==> src/rtl/sram_arbiter_pkg.sv <==
// Shared types for the two-port SRAM arbiter: FSM state encoding and port identifiers.
package sram_arb_pkg;

    typedef enum logic [1:0] {
        IDLE   = 2'd0,
        ACCESS = 2'd1,
        RESP   = 2'd2
    } state_t;

    typedef enum logic {
        PORT_A = 1'b0,
        PORT_B = 1'b1
    } port_t;

    function automatic logic [1:0] port_onehot(input port_t p);
        return (p == PORT_B) ? 2'b10 : 2'b01;
    endfunction

endpackage

==> src/rtl/sram_arbiter_pick.sv <==
// Combinational 2-way picker: round-robin on ties by default,
// fixed priority to port A when SRAM_ARB_FIXED_PRIO_EN is defined.
module sram_arb_pick
    import sram_arb_pkg::*;
(
    input  logic [1:0] req,
    input  port_t      last,
    output port_t      winner,
    output logic       valid
);

    always_comb begin
        valid  = |req;
        winner = PORT_A;
`ifdef SRAM_ARB_FIXED_PRIO_EN
        if (!req[0] && req[1]) begin
            winner = PORT_B;
        end
`else
        case (req)
            2'b10:   winner = PORT_B;
            2'b11:   winner = (last == PORT_A) ? PORT_B : PORT_A;
            default: winner = PORT_A;
        endcase
`endif
    end

endmodule

==> src/rtl/sram_arbiter.sv <==
// Two-requester arbiter in front of a single-port SRAM with registered read data.
// SRAM_ARB_FIXED_PRIO_EN: port A always wins ties and the round-robin pointer is removed.
module sram_arbiter
    import sram_arb_pkg::*;
#(
    parameter int ADR  = 8,
    parameter int DAT  = 8,
    parameter int DPTH = 8
) (
    input  logic             Clk,
    input  logic             Rst_n,
    input  logic [1:0]       req,
    input  logic [1:0]       we,
    input  logic [2*ADR-1:0] addr,
    input  logic [2*DAT-1:0] wdata,
    output logic [1:0]       gnt,
    output logic [1:0]       rvalid,
    output logic [DAT-1:0]   rdata,
    output logic             err,
    output logic [DAT-1:0]   sram_dataIn,
    output logic [ADR-1:0]   sram_Addr,
    output logic             sram_WE,
    output logic             sram_RD,
    input  logic [DAT-1:0]   sram_dataOut
);

    localparam logic [ADR:0] DPTH_W = (ADR+1)'(DPTH);

    state_t         state_q, state_d;
    port_t          win_q, win_d;
    logic           rd_pend_q, rd_pend_d;
    logic [1:0]     gnt_d, rvalid_d;
    logic           err_d, we_d, rd_d;
    logic [ADR-1:0] addr_d;
    logic [DAT-1:0] din_d;
    logic [DAT-1:0] rdata_q, rdata_d;

    port_t          pick;
    logic           pick_valid;
    port_t          last_w;

    logic [ADR-1:0] sel_addr;
    logic [DAT-1:0] sel_wdata;
    logic           sel_we;
    logic           sel_in_range;

`ifdef SRAM_ARB_FIXED_PRIO_EN
    assign last_w = PORT_A;
`else
    port_t last_q, last_d;
    assign last_w = last_q;
`endif

    sram_arb_pick u_pick (
        .req    (req),
        .last   (last_w),
        .winner (pick),
        .valid  (pick_valid)
    );

    assign sel_addr     = (pick == PORT_B) ? addr[2*ADR-1:ADR]  : addr[ADR-1:0];
    assign sel_wdata    = (pick == PORT_B) ? wdata[2*DAT-1:DAT] : wdata[DAT-1:0];
    assign sel_we       = (pick == PORT_B) ? we[1] : we[0];
    assign sel_in_range = ({1'b0, sel_addr} < DPTH_W);

    // The SRAM's read data is already registered, so during RESP it is forwarded
    // straight through; the holding register keeps it stable between pulses.
    assign rdata = (state_q == RESP) ? sram_dataOut : rdata_q;

    always_comb begin
        state_d   = state_q;
        win_d     = win_q;
        rd_pend_d = rd_pend_q;
        gnt_d     = '0;
        rvalid_d  = '0;
        err_d     = 1'b0;
        we_d      = 1'b0;
        rd_d      = 1'b0;
        addr_d    = sram_Addr;
        din_d     = sram_dataIn;
        rdata_d   = rdata_q;
`ifndef SRAM_ARB_FIXED_PRIO_EN
        last_d    = last_q;
`endif
        case (state_q)
            IDLE: begin
                if (pick_valid) begin
                    state_d   = ACCESS;
                    win_d     = pick;
                    gnt_d     = port_onehot(pick);
                    addr_d    = sel_addr;
                    din_d     = sel_wdata;
                    err_d     = !sel_in_range;
                    we_d      = sel_in_range && sel_we;
                    rd_d      = sel_in_range && !sel_we;
                    rd_pend_d = sel_in_range && !sel_we;
`ifndef SRAM_ARB_FIXED_PRIO_EN
                    last_d    = pick;
`endif
                end
            end
            ACCESS: begin
                if (rd_pend_q) begin
                    state_d  = RESP;
                    rvalid_d = port_onehot(win_q);
                end else begin
                    state_d  = IDLE;
                end
            end
            RESP: begin
                rdata_d   = sram_dataOut;
                rd_pend_d = 1'b0;
                state_d   = IDLE;
            end
            default: state_d = IDLE;
        endcase
    end

    always_ff @(posedge Clk or negedge Rst_n) begin
        if (!Rst_n) begin
            state_q     <= IDLE;
            win_q       <= PORT_A;
            rd_pend_q   <= 1'b0;
            gnt         <= '0;
            rvalid      <= '0;
            err         <= 1'b0;
            sram_WE     <= 1'b0;
            sram_RD     <= 1'b0;
            sram_Addr   <= '0;
            sram_dataIn <= '0;
            rdata_q     <= '0;
        end else begin
            state_q     <= state_d;
            win_q       <= win_d;
            rd_pend_q   <= rd_pend_d;
            gnt         <= gnt_d;
            rvalid      <= rvalid_d;
            err         <= err_d;
            sram_WE     <= we_d;
            sram_RD     <= rd_d;
            sram_Addr   <= addr_d;
            sram_dataIn <= din_d;
            rdata_q     <= rdata_d;
        end
    end

`ifndef SRAM_ARB_FIXED_PRIO_EN
    // Reset to B so that the very first tie goes to port A.
    always_ff @(posedge Clk or negedge Rst_n) begin
        if (!Rst_n) begin
            last_q <= PORT_B;
        end else begin
            last_q <= last_d;
        end
    end
`endif

endmodule

==> config.mk <==
export PLATFORM = sky130hd
export DESIGN_NAME = sram_arbiter
export DESIGN_NICKNAME = d
export VERILOG_FILES = /design/src/rtl/sram_arbiter_pkg.sv /design/src/rtl/sram_arbiter_pick.sv /design/src/rtl/sram_arbiter.sv
export SDC_FILE = /design/constraint.sdc
export NUM_CORES = 1
export LEC_CHECK = 0
export CAP_MARGIN = 30
export CORE_ASPECT_RATIO = 0.8
export CORE_UTILIZATION = 39
export CTS_BUF_LIST = sky130_fd_sc_hd__clkbuf_16
export DETAILED_ROUTE_END_ITERATION = 8
export PLACE_DENSITY = 0.81
export SETUP_SLACK_MARGIN = 0.3
export SYNTH_ARGS = -nofsm -noshare
export SYNTH_HDL_FRONTEND = slang
export SYNTH_HIERARCHICAL = 1
export SYNTH_SLANG_ARGS = --single-unit
==> constraint.sdc <==
create_clock -name Clk -period 2.21 [get_ports Clk]
set_clock_uncertainty 0.05 [all_clocks]
set_input_delay 0.442 -clock Clk [delete_from_list [all_inputs] [get_ports Clk]]
set_output_delay 0.442 -clock Clk [all_outputs]
set_load 0.03 [all_outputs]
==> reports/qor.txt, run 1 <==
Post-synth EDFFs -> 0
CP Launch Type -> flip-flop
Ys async rst share -> 100%
Worst path slowest cell -> dfrtp_1
WS Path Type -> flip-flop to output port
CP arrival -> 1.45 ns
Number of cells on the critical path -> 4
Slew @ Worst Pin -> 0.817 ns
R2r worst-path depth -> 4
Distinct cells, synth -> 24
Hold Crit Class -> input pin to asynchronous set/reset pin
Commonest non-fill, non-tap cells in the layout -> clkdlybuf4s50_1 (65), dfrtp_1 (35), nor2_1 (20)
Clk pin slew, worst setup/hold paths -> 0.05 ns
PD cells -> 872 mW/mm2
Synth Flop Type -> dfrtp_1
Final Cell Area -> 0.00262 mm2
Vias in the first global route -> 1373
Max Slew Vio Count -> 0
CTS buffer count -> 5
Routed vias/inst -> 5.09
Placed inst area -> 0.00234 mm2
Yosys reg bits -> 36
Crit. End Element -> output port
Clk Latency, worst-skew pair -> 0.27 ns
Synthesized cell area -> 0.00151 mm2
CP top delay family -> flip-flops
Initial Util -> 42.2%
First-pass GRT wire length -> 6290 um
Synth Net Count -> 169
Maxcap violations -> 0
Initial antenna violation count -> 0
Row cnt -> 19
Area of the multi-input gates -> 618 um2
Syn. warnings -> 6
Die Y -> 57.6 um
Overall power consumption -> 2280 uW
Worst IR Drop VDD -> 0.693 mV
Setup-failing EPs final -> 0
Wire per inst -> 15.6 um
Placeable Area -> 0.00357 mm2
Final min period -> 1.94 ns
Routed Antenna Nets -> 0
Static leakage -> 0.00120 uW
RSZ-0062 raised after global routing -> yes
WP buf/inv -> 2
Syn_area_per_cell -> 12.2 um2
Register area share after synthesis -> 59.9%
1st-pass router iterations -> 4
Largest net degree at the start of global routing -> 37
Vias -> 1328
Area growth from synthesis to layout -> 73.8%
Final period utilization -> 87.7%
Sum of negative setup slack -> 0 ns
HPWL Detailed -> 2890 um
Final worst slack -> 0.272 ns
Crit path cell chain -> nor2b_2 > buf_6 > mux2_4 > buf_6
N_diodes -> 0
Ports -> 77
Worst path required time -> 1.72 ns
Clk root buf -> clkbuf_16
DR DRC count -> 0
Top cell by count, worst path -> buf_6
DRT iter0 DRCs -> 58
Total GRT Usage -> 20.9%
TritonCTS clock tree -> built
Gate Count Post-Synth -> 123
Port bufs -> 76
Commonest non-fill, non-tap cell in the layout -> clkdlybuf4s50_1
Total grt overflow -> 0
Status -> finished clean
Slew margin rel. -> 45.5%
Final core utilization -> 73.4%
Final WL -> 4070 um
Max Fanout on Critical Path -> 8
Die ar. -> 0.00411 mm2
Nets@finish -> 264
Hold Vio Cnt, Final -> 0
RD Place Congestion -> 0.708
Layout fillers -> 244
Depth of the CTS H-tree -> 2
Setup Slack @ Placement -> -0.119 ns
Clock sink count -> 36
Clock Path Buffers -> 2
FMAX -> 516 MHz
Register area -> 902 um2
Layout cells sized above 1 -> 22.4%
Worst stage delay on the critical path -> 0.40 ns
Die W -> 71.5 um
## metrics by stage
stage | std cells | hold slack, ns
after floorplan | 123 | 0.0964
after global placement | 241 | 0.384
after detailed placement | 241 | 0.391
after CTS | 258 | 0.227
after global routing | 261 | 0.279
final | 261 | 0.214
## what timing repair did
action	in CTS	in global routing
hold endpoints to repair	0	0
buffers inserted	9	3
setup endpoints to repair	9	8
hold buffers	0	0
pin swaps	3	0
resized for setup	69	2
## kinds of logic after synthesis
kind of cell	count (synthesis)	synth area share [%]
AO/OA/AOI/OAI	24	9.39
buffers and inverters	7	1.91
flip-flops	36	59.9
multiplexers	25	17.3
AND/OR/NAND/NOR	31	11.5
## synthesized netlist by cell type (all sizes together), types with 2 or more instances
master | number | share of area, %
mux2 | 8 | 6.0
dfrtp | 35 | 58
and2 | 2 | 0.83
nor2b | 2 | 0.83
nor2 | 20 | 5.0
buf | 2 | 0.67
a21oi | 17 | 5.7
mux2i | 17 | 11
clkbuf | 4 | 1.0
a21o | 2 | 1.0
o21ai | 2 | 0.66
## power breakdown
part / internal [uW] / total (uW) / switching (uW) / leakage [uW]
clock: 407 / 653 / 246 / 0.0000762
sequential: 772 / 831 / 58.6 / 0.000443
combinational: 389 / 798 / 409 / 0.000683
total: 1570 / 2280 / 713 / 0.00120
## flip-flops by register name, summed over array words and instances, names as in the netlist
name,cells
sram_Addr,8
rdata_q,8
err,1
rd_pend_q,1
win_q,1
sram_RD,1
rvalid,2
sram_dataIn,8
state_q,2
last_q,1
sram_WE,1
gnt,2
## metal layers
metal	vias to the layer above	GRT usage [%]	wire length, um
met4	0	10.9	91
li1	612	-	-
met3	11	7.77	307
met5	-	0	0
met1	636	24.4	1680
met2	69	34.1	1990
## layout make-up
| cell class | instances | area share [%] |
|---|---|---|
| flip-flops and latches | 36 | 34.5 |
| repair buffers | 94 | 34.5 |
| multi-input cells | 80 | 23.6 |
| clock buffers | 5 | 4.78 |
| well taps | 42 | 2.01 |
| clock inverters | 3 | 0.478 |
| inverters | 1 | 0.143 |
## final timing paths
check,startpoint,endpoint,slack (ns)
max,state_q[0],rdata[7],0.27
min,Rst_n,rdata_q[4],0.21
min in group Clk,win_q,rvalid[0],0.40
min reg2reg,win_q,rvalid[0],0.40
max reg2reg,last_q,sram_WE,0.38
max in group asynchronous,Rst_n,sram_dataIn[0],1.38
Note: power is estimated with default switching activity, not from simulation.
==> run 2: changes to the inputs <==
--- a/config.mk
+++ b/config.mk
@@ -5,9 +5,11 @@
 export SDC_FILE = /design/constraint.sdc
 export NUM_CORES = 1
 export LEC_CHECK = 0
+export ABC_AREA = 1
 export CAP_MARGIN = 30
 export CORE_ASPECT_RATIO = 0.8
-export CORE_UTILIZATION = 39
+export CORE_MARGIN = 8
+export CORE_UTILIZATION = 40
 export CTS_BUF_LIST = sky130_fd_sc_hd__clkbuf_16
 export DETAILED_ROUTE_END_ITERATION = 8
 export PLACE_DENSITY = 0.81
==> reports/qor.txt, run 2 <==
Max Fanout on Critical Path -> 6 (-2)
FMAX -> 537 MHz (+4.0%)
TritonCTS clock tree -> built
Clock sink count -> 36 (unchanged)
Clk root buf -> clkbuf_16
Final hold slack -> 0.184 ns (-0.0293 ns)
Sequential share of power -> 34.4% (-2.0 points)
Area growth from synthesis to layout -> 65.5%
1st-pass router iterations -> 4 (unchanged)
Register area share after synthesis -> 57.4% (-2.6 points)
Slew @ Worst Pin -> 0.759 ns (-0.0587 ns)
Status -> finished clean
HPWL Detailed -> 3290 um (+14%)
Total GRT Usage -> 14.8% (-6.1 points)
Initial Util -> 41.6% (-0.59 points)
Nets@finish -> 299 (+13%)
Yosys top cell area share -> 55.7% (-2.5 points)
Clk pin slew, worst setup/hold paths -> 0.05 ns (about the same)
DRT iter0 DRCs -> 48 (-17%)
Depth of the CTS H-tree -> 2 (unchanged)
Syn_area_per_cell -> 9.36 um2 (-23%)
Worst path required time -> 1.72 ns (about the same)
RSZ-0062 raised after global routing -> yes
Total grt overflow -> 0 (unchanged)
Synth Flop Type -> dfrtp_1
RD Place Congestion -> 0.751 (+6.1%)
Sum of negative setup slack -> 0 ns (unchanged)
Clock Path Buffers -> 2 (unchanged)
Setup-failing EPs final -> 0 (unchanged)
Hold_buf cts -> 0 (unchanged)
N_diodes -> 0 (unchanged)
Combinational Power Share -> 32.8% (-2.2 points)
Most instantiated cells after synthesis -> nand2_1 (62), dfrtp_1 (35), inv_1 (16), nand3_1 (10), nor2_1 (9)
Ys async rst share -> 100% (unchanged)
WS Path Type -> flip-flop to output port
Ports -> 77 (unchanged)
Yosys reg bits -> 36 (unchanged)
Placeable Area -> 0.00378 mm2 (+6.0%)
First-pass GRT wire length -> 7120 um (+13%)
Final min period -> 1.86 ns (-0.0746 ns)
Initial antenna violation count -> 0 (unchanged)
Sw Ratio -> 31.5% (+0.19 points)
Slew margin rel. -> 49.4% (+3.9 points)
Syn. warnings -> 6 (unchanged)
Row cnt -> 20 (+1)
Routed Antenna Nets -> 0 (unchanged)
Port bufs -> 76 (unchanged)
Gate Count Post-Synth -> 168 (+37%)
Max Slew Vio Count -> 0 (unchanged)
Crit. End Element -> output port
Most numerous cell in the Yosys netlist -> nand2_1
Largest net degree at the start of global routing -> 37 (unchanged)
CTS buffer count -> 5 (unchanged)
Layout cells sized above 1 -> 18.1% (-4.3 points)
Synth area leader -> dfrtp_1
Final period utilization -> 84.3% (-3.4 points)
Vias in the first global route -> 1434 (+4.4%)
PD cells -> 930 mW/mm2 (+6.6%)
Post-synth EDFFs -> 0 (unchanged)
DR DRC count -> 0 (unchanged)
Worst IR Drop VDD -> 0.538 mV (-22%)
Largest regs -> rdata_q (8), sram_Addr (8), sram_dataIn (8)
Final WL -> 4330 um (+6.4%)
Die W -> 86.1 um (+21%)
Synthesized cell area -> 0.00157 mm2 (+4.5%)
Clk Latency, worst-skew pair -> 0.28 ns (about the same)
R2r worst-path depth -> 9 (+5)
Wire per inst -> 14.0 um (-10%)
Synth area leaders -> dfrtp_1 (56%), nand2_1 (15%), mux2_2 (5.7%)
Internal power -> 1660 uW (+5.7%)
Commonest non-fill, non-tap cells in the layout -> clkdlybuf4s50_1 (67), nand2_1 (62), dfrtp_1 (34), inv_1 (16), nand3_1 (10)
Maxcap violations -> 0 (unchanged)
Final core utilization -> 68.9% (-4.5 points)
CP arrival -> 1.37 ns (-0.08 ns)
Commonest non-fill, non-tap cell in the layout -> clkdlybuf4s50_1
Vias -> 1370 (+3.2%)
Reg2reg setup slack -> 0.68 ns (+0.30 ns)
Clock Power Share -> 32.8% (+4.2 points)
Psw -> 761 uW (+6.7%)
Synth Net Count -> 214 (+27%)
R2R Path End -> rd_pend_q
Worst r2r src -> last_q
Hold Crit Class -> input pin to asynchronous set/reset pin
Die Y -> 72.1 um (+25%)
Hold Vio Cnt, Final -> 0 (unchanged)
Routed vias/inst -> 4.43 (-13%)
Die ar. -> 0.00621 mm2 (+51%)
Distinct cells, synth -> 21 (-13%)
CP Launch Type -> flip-flop
Static leakage -> 0.00126 uW (+4.6%)
-- run 2: repair_timing --
item,4_1_cts,5_1_grt
cloned,1,0
pin swaps,1,1
buffers inserted,2,2
resized for setup,3,11
setup endpoints to repair,8,8
-- run 2: routing by layer --
| metal | up-vias | track usage (%) | wire length [um] |
|---|---|---|---|
| met2 | 45 | 24.1 | 2120 |
| met5 | - | 0 | 0 |
| met3 | 6 | 7.11 | 395 |
| met1 | 632 | 16.2 | 1760 |
| li1 | 687 | - | - |
| met4 | 0 | 5.81 | 54 |
-- run 2: cell families (layout without fill, tap and decap cells) --
kind of cell	after synthesis	count (layout)	share of synthesized area (%)
compound gates	6	6	1.91
buf+inv	24	109	7.72
flops	36	36	57.4
mux	8	8	5.73
simple gates	94	95	27.3
-- run 2: how the worst max path moves through the flow --
stage                     from      endpoint  slack (ns)
finish              state_q[1]      rdata[4]        0.35
global route        state_q[1]      rdata[4]        0.30
CTS                 state_q[1]      rdata[4]        0.30
detailed placement      req[1]  sram_Addr[1]        0.24
global placement        req[0]  sram_Addr[1]        0.26
floorplan           state_q[1]      rdata[0]        0.70
-- run 2: area by class of cell --
class	instances	area [um2]
fillers	297	1180
flip-flops and latches	36	903
repair buffers	82	800
multi-input cells	109	584
clock buffers	5	125
inverters	19	78.8
well taps	55	68.8
clock inverters	3	42.5
-- run 2: through the flow --
step | power [uW] | std cells | cell area [um2] | setup WS [ns]
final | 2420 | 309 | 2600 | 0.346
after global routing | 2530 | 309 | 2600 | 0.295
after floorplan | 1260 | 168 | 1570 | 0.705
after global placement | 1590 | 296 | 2350 | 0.260
after CTS | 2410 | 307 | 2540 | 0.305
after detailed placement | 1600 | 296 | 2350 | 0.242
-- run 2: critical path, stage by stage, from the launching register on --
cell and delay [ns]:
dfrtp_2 0.47, nand2_4 0.11, mux2_2 0.34, buf_4 0.17
-- run 2: power groups by stage --
stage / Combinational (uW) / Sequential [uW] / Clock (uW)
after floorplan: 264 / 994 / 0
after global placement: 752 / 836 / 0
after detailed placement: 763 / 841 / 0
after CTS: 773 / 832 / 806
after global routing: 850 / 846 / 838
final: 793 / 833 / 793
==> run 3: changes to the inputs <==
==> constraint.sdc (replaced) <==
create_clock -name Clk -period 1.8 [get_ports Clk]
set_clock_uncertainty 0.05 [all_clocks]
set_input_delay 0.36 -clock Clk [delete_from_list [all_inputs] [get_ports Clk]]
set_output_delay 0.36 -clock Clk [all_outputs]
set_load 0.03 [all_outputs]
==> reports/qor.txt, run 3 (synthesis gave the netlist of run 2 again) <==
Clk pin slew, worst setup/hold paths -> 0.05 ns (about the same)
Initial antenna violation count -> 0 (unchanged)
Final hold slack -> -0.000701 ns (-0.185 ns)
First-pass GRT wire length -> 7390 um (+3.8%)
Commonest non-fill, non-tap cell in the layout -> nand2_1
DR DRC count -> 0 (unchanged)
Final worst slack -> 0.0436 ns (-0.303 ns)
Die Y -> 72.1 um (unchanged)
CP arrival -> 1.35 ns (-0.02 ns)
Die W -> 86.1 um (unchanged)
Slew margin rel. -> 66.7% (+17 points)
Ports -> 77 (unchanged)
Vias -> 1448 (+5.7%)
Clock sink count -> 36 (unchanged)
N_diodes -> 0 (unchanged)
Crit. End Element -> output port
Final min period -> 1.76 ns
Setup-failing EPs final -> 0 (unchanged)
Largest regs -> rdata_q (8), sram_Addr (8), sram_dataIn (8)
Initial Util -> 41.6% (unchanged)
Total GRT Usage -> 15.3% (+0.49 points)
RSZ-0062 raised after global routing -> yes
Clk Latency, worst-skew pair -> 0.27 ns (about the same)
Hold Crit Class -> input pin to asynchronous set/reset pin
RD Place Congestion -> 0.761 (+1.3%)
Depth of the CTS H-tree -> 2 (unchanged)
PD cells -> 1080 mW/mm2 (+16%)
Static leakage -> 0.00142 uW (+13%)
Total grt overflow -> 0 (unchanged)
Max Fanout on Critical Path -> 4 (-2)
Row cnt -> 20 (unchanged)
Hold_buf cts -> 0 (unchanged)
Layout cells sized above 1 -> 27.4% (+9.3 points)
Final core utilization -> 73.5% (+4.7 points)
Wire per inst -> 14.5 um (+3.8%)
Status -> finished, violations left
Nets@finish -> 311 (+4.0%)
Worst path required time -> 1.39 ns (-0.33 ns)
Vias in the first global route -> 1544 (+7.7%)
Clock Path Buffers -> 2 (unchanged)
Max Slew Vio Count -> 0 (unchanged)
Setup Slack @ Placement -> -0.0133 ns (-0.255 ns)
CP Launch Type -> flip-flop
Routed Antenna Nets -> 0 (unchanged)
Sum of negative setup slack -> 0 ns (unchanged)
CTS buffer count -> 5 (unchanged)
TritonCTS clock tree -> built
Routed vias/inst -> 4.51 (+1.7%)
Final period utilization -> 97.6%
Clk root buf -> clkbuf_16
Area growth from synthesis to layout -> 76.7%
Largest net degree at the start of global routing -> 23 (-38%)
Maxcap violations -> 0 (unchanged)
1st-pass router iterations -> 4 (unchanged)
Slew @ Worst Pin -> 0.499 ns (-0.260 ns)
Worst IR Drop VDD -> 0.848 mV (+58%)
DRT iter0 DRCs -> 30 (-38%)
Failing checks -> negative hold slack
WS Path Type -> flip-flop to output port
Commonest non-fill, non-tap cells in the layout -> nand2_1 (50), clkdlybuf4s50_1 (42), dfrtp_1 (34), dlygate4sd2_1 (23), inv_1 (16)
Port bufs -> 76 (unchanged)
Hold Vio Cnt, Final -> 4 (+4)
Placeable Area -> 0.00378 mm2 (unchanged)
HPWL Detailed -> 3320 um (+1.1%)
FMAX -> 569 MHz
Die ar. -> 0.00621 mm2 (unchanged)
Final WL -> 4670 um (+7.8%)
## run 3: changes by cell type in the layout (fill, tap and decap cells not counted), moves of 2 or more
cell,change
buf_6,+5
dlygate4sd2_1,+23
buf_12,+2
mux2_2,-3
buf_4,+5
nor2_1,-2
nand2_1,-12
nand2_2,+12
mux2_4,+3
dlymetal6s2s_1,+2
clkdlybuf4s50_1,-25
## run 3: final cells by class
| class | instances | area, um2 |
|---|---|---|
| Clock buffer | 5 | 125 |
| Clock inverter | 3 | 42.5 |
| Fill cell | 292 | 1000 |
| Inverter | 19 | 81.3 |
| Multi-Input combinational cell | 109 | 648 |
| Sequential cell | 36 | 903 |
| Tap cell | 55 | 68.8 |
| Timing Repair Buffer | 94 | 910 |
## run 3: where the power goes
group	switching [uW]	internal [uW]	leakage [uW]
sequential	66.8	955	0.000442
clock	316	649	0.0000798
combinational	574	433	0.000901
## run 3: layer usage
layer	global-route usage, %	wire length [um]	up-vias	part of all wire [%]
met5	0	0	-	0
met4	4.65	40	0	0.86
met3	6.21	379	7	8.1
met2	26.0	2310	47	49
met1	17.1	1940	676	42
li1	-	-	718	-
## run 3: worst paths after layout
path | from | end | slack [ns] | cells after the start
setup reg to reg | last_q | sram_dataIn[1] | 0.41 | 7
min in group Clk | win_q | rvalid[0] | 0.41 | 1
hold reg to reg | win_q | rvalid[0] | 0.41 | 1
max in group asynchronous | Rst_n | rd_pend_q | 1.14 | 2
hold / removal | Rst_n | sram_WE | -0.0007 | 1
setup / recovery | state_q[0] | rdata[4] | 0.04 | 4
## run 3: worst max-delay path, cell delays in order (launching register included)
cell and delay, ns:
dfrtp_1 0.41, inv_4 0.12, nand2_4 0.08, mux2_4 0.32, buf_6 0.14
## run 3: metrics by stage
stage | std cells | area [um2] | hold slack [ns] | total power [uW]
3_5_place_dp | 302 | 2420 | 0.296 | 2000
4_1_cts | 318 | 2710 | 0.000000222 | 2980
2_1_floorplan | 168 | 1570 | 0.0144 | 1540
3_3_place_gp | 302 | 2420 | 0.293 | 1980
5_1_grt | 321 | 2780 | 0.0252 | 3150
6_report | 321 | 2780 | -0.000701 | 3000
## run 3: what timing repair did
action | in CTS | in global routing
endpoints found under the setup margin | 34 | 25
setup buffers | 7 | 3
cloned | 1 | 0
pin swaps | 6 | 7
resized for setup | 50 | 15
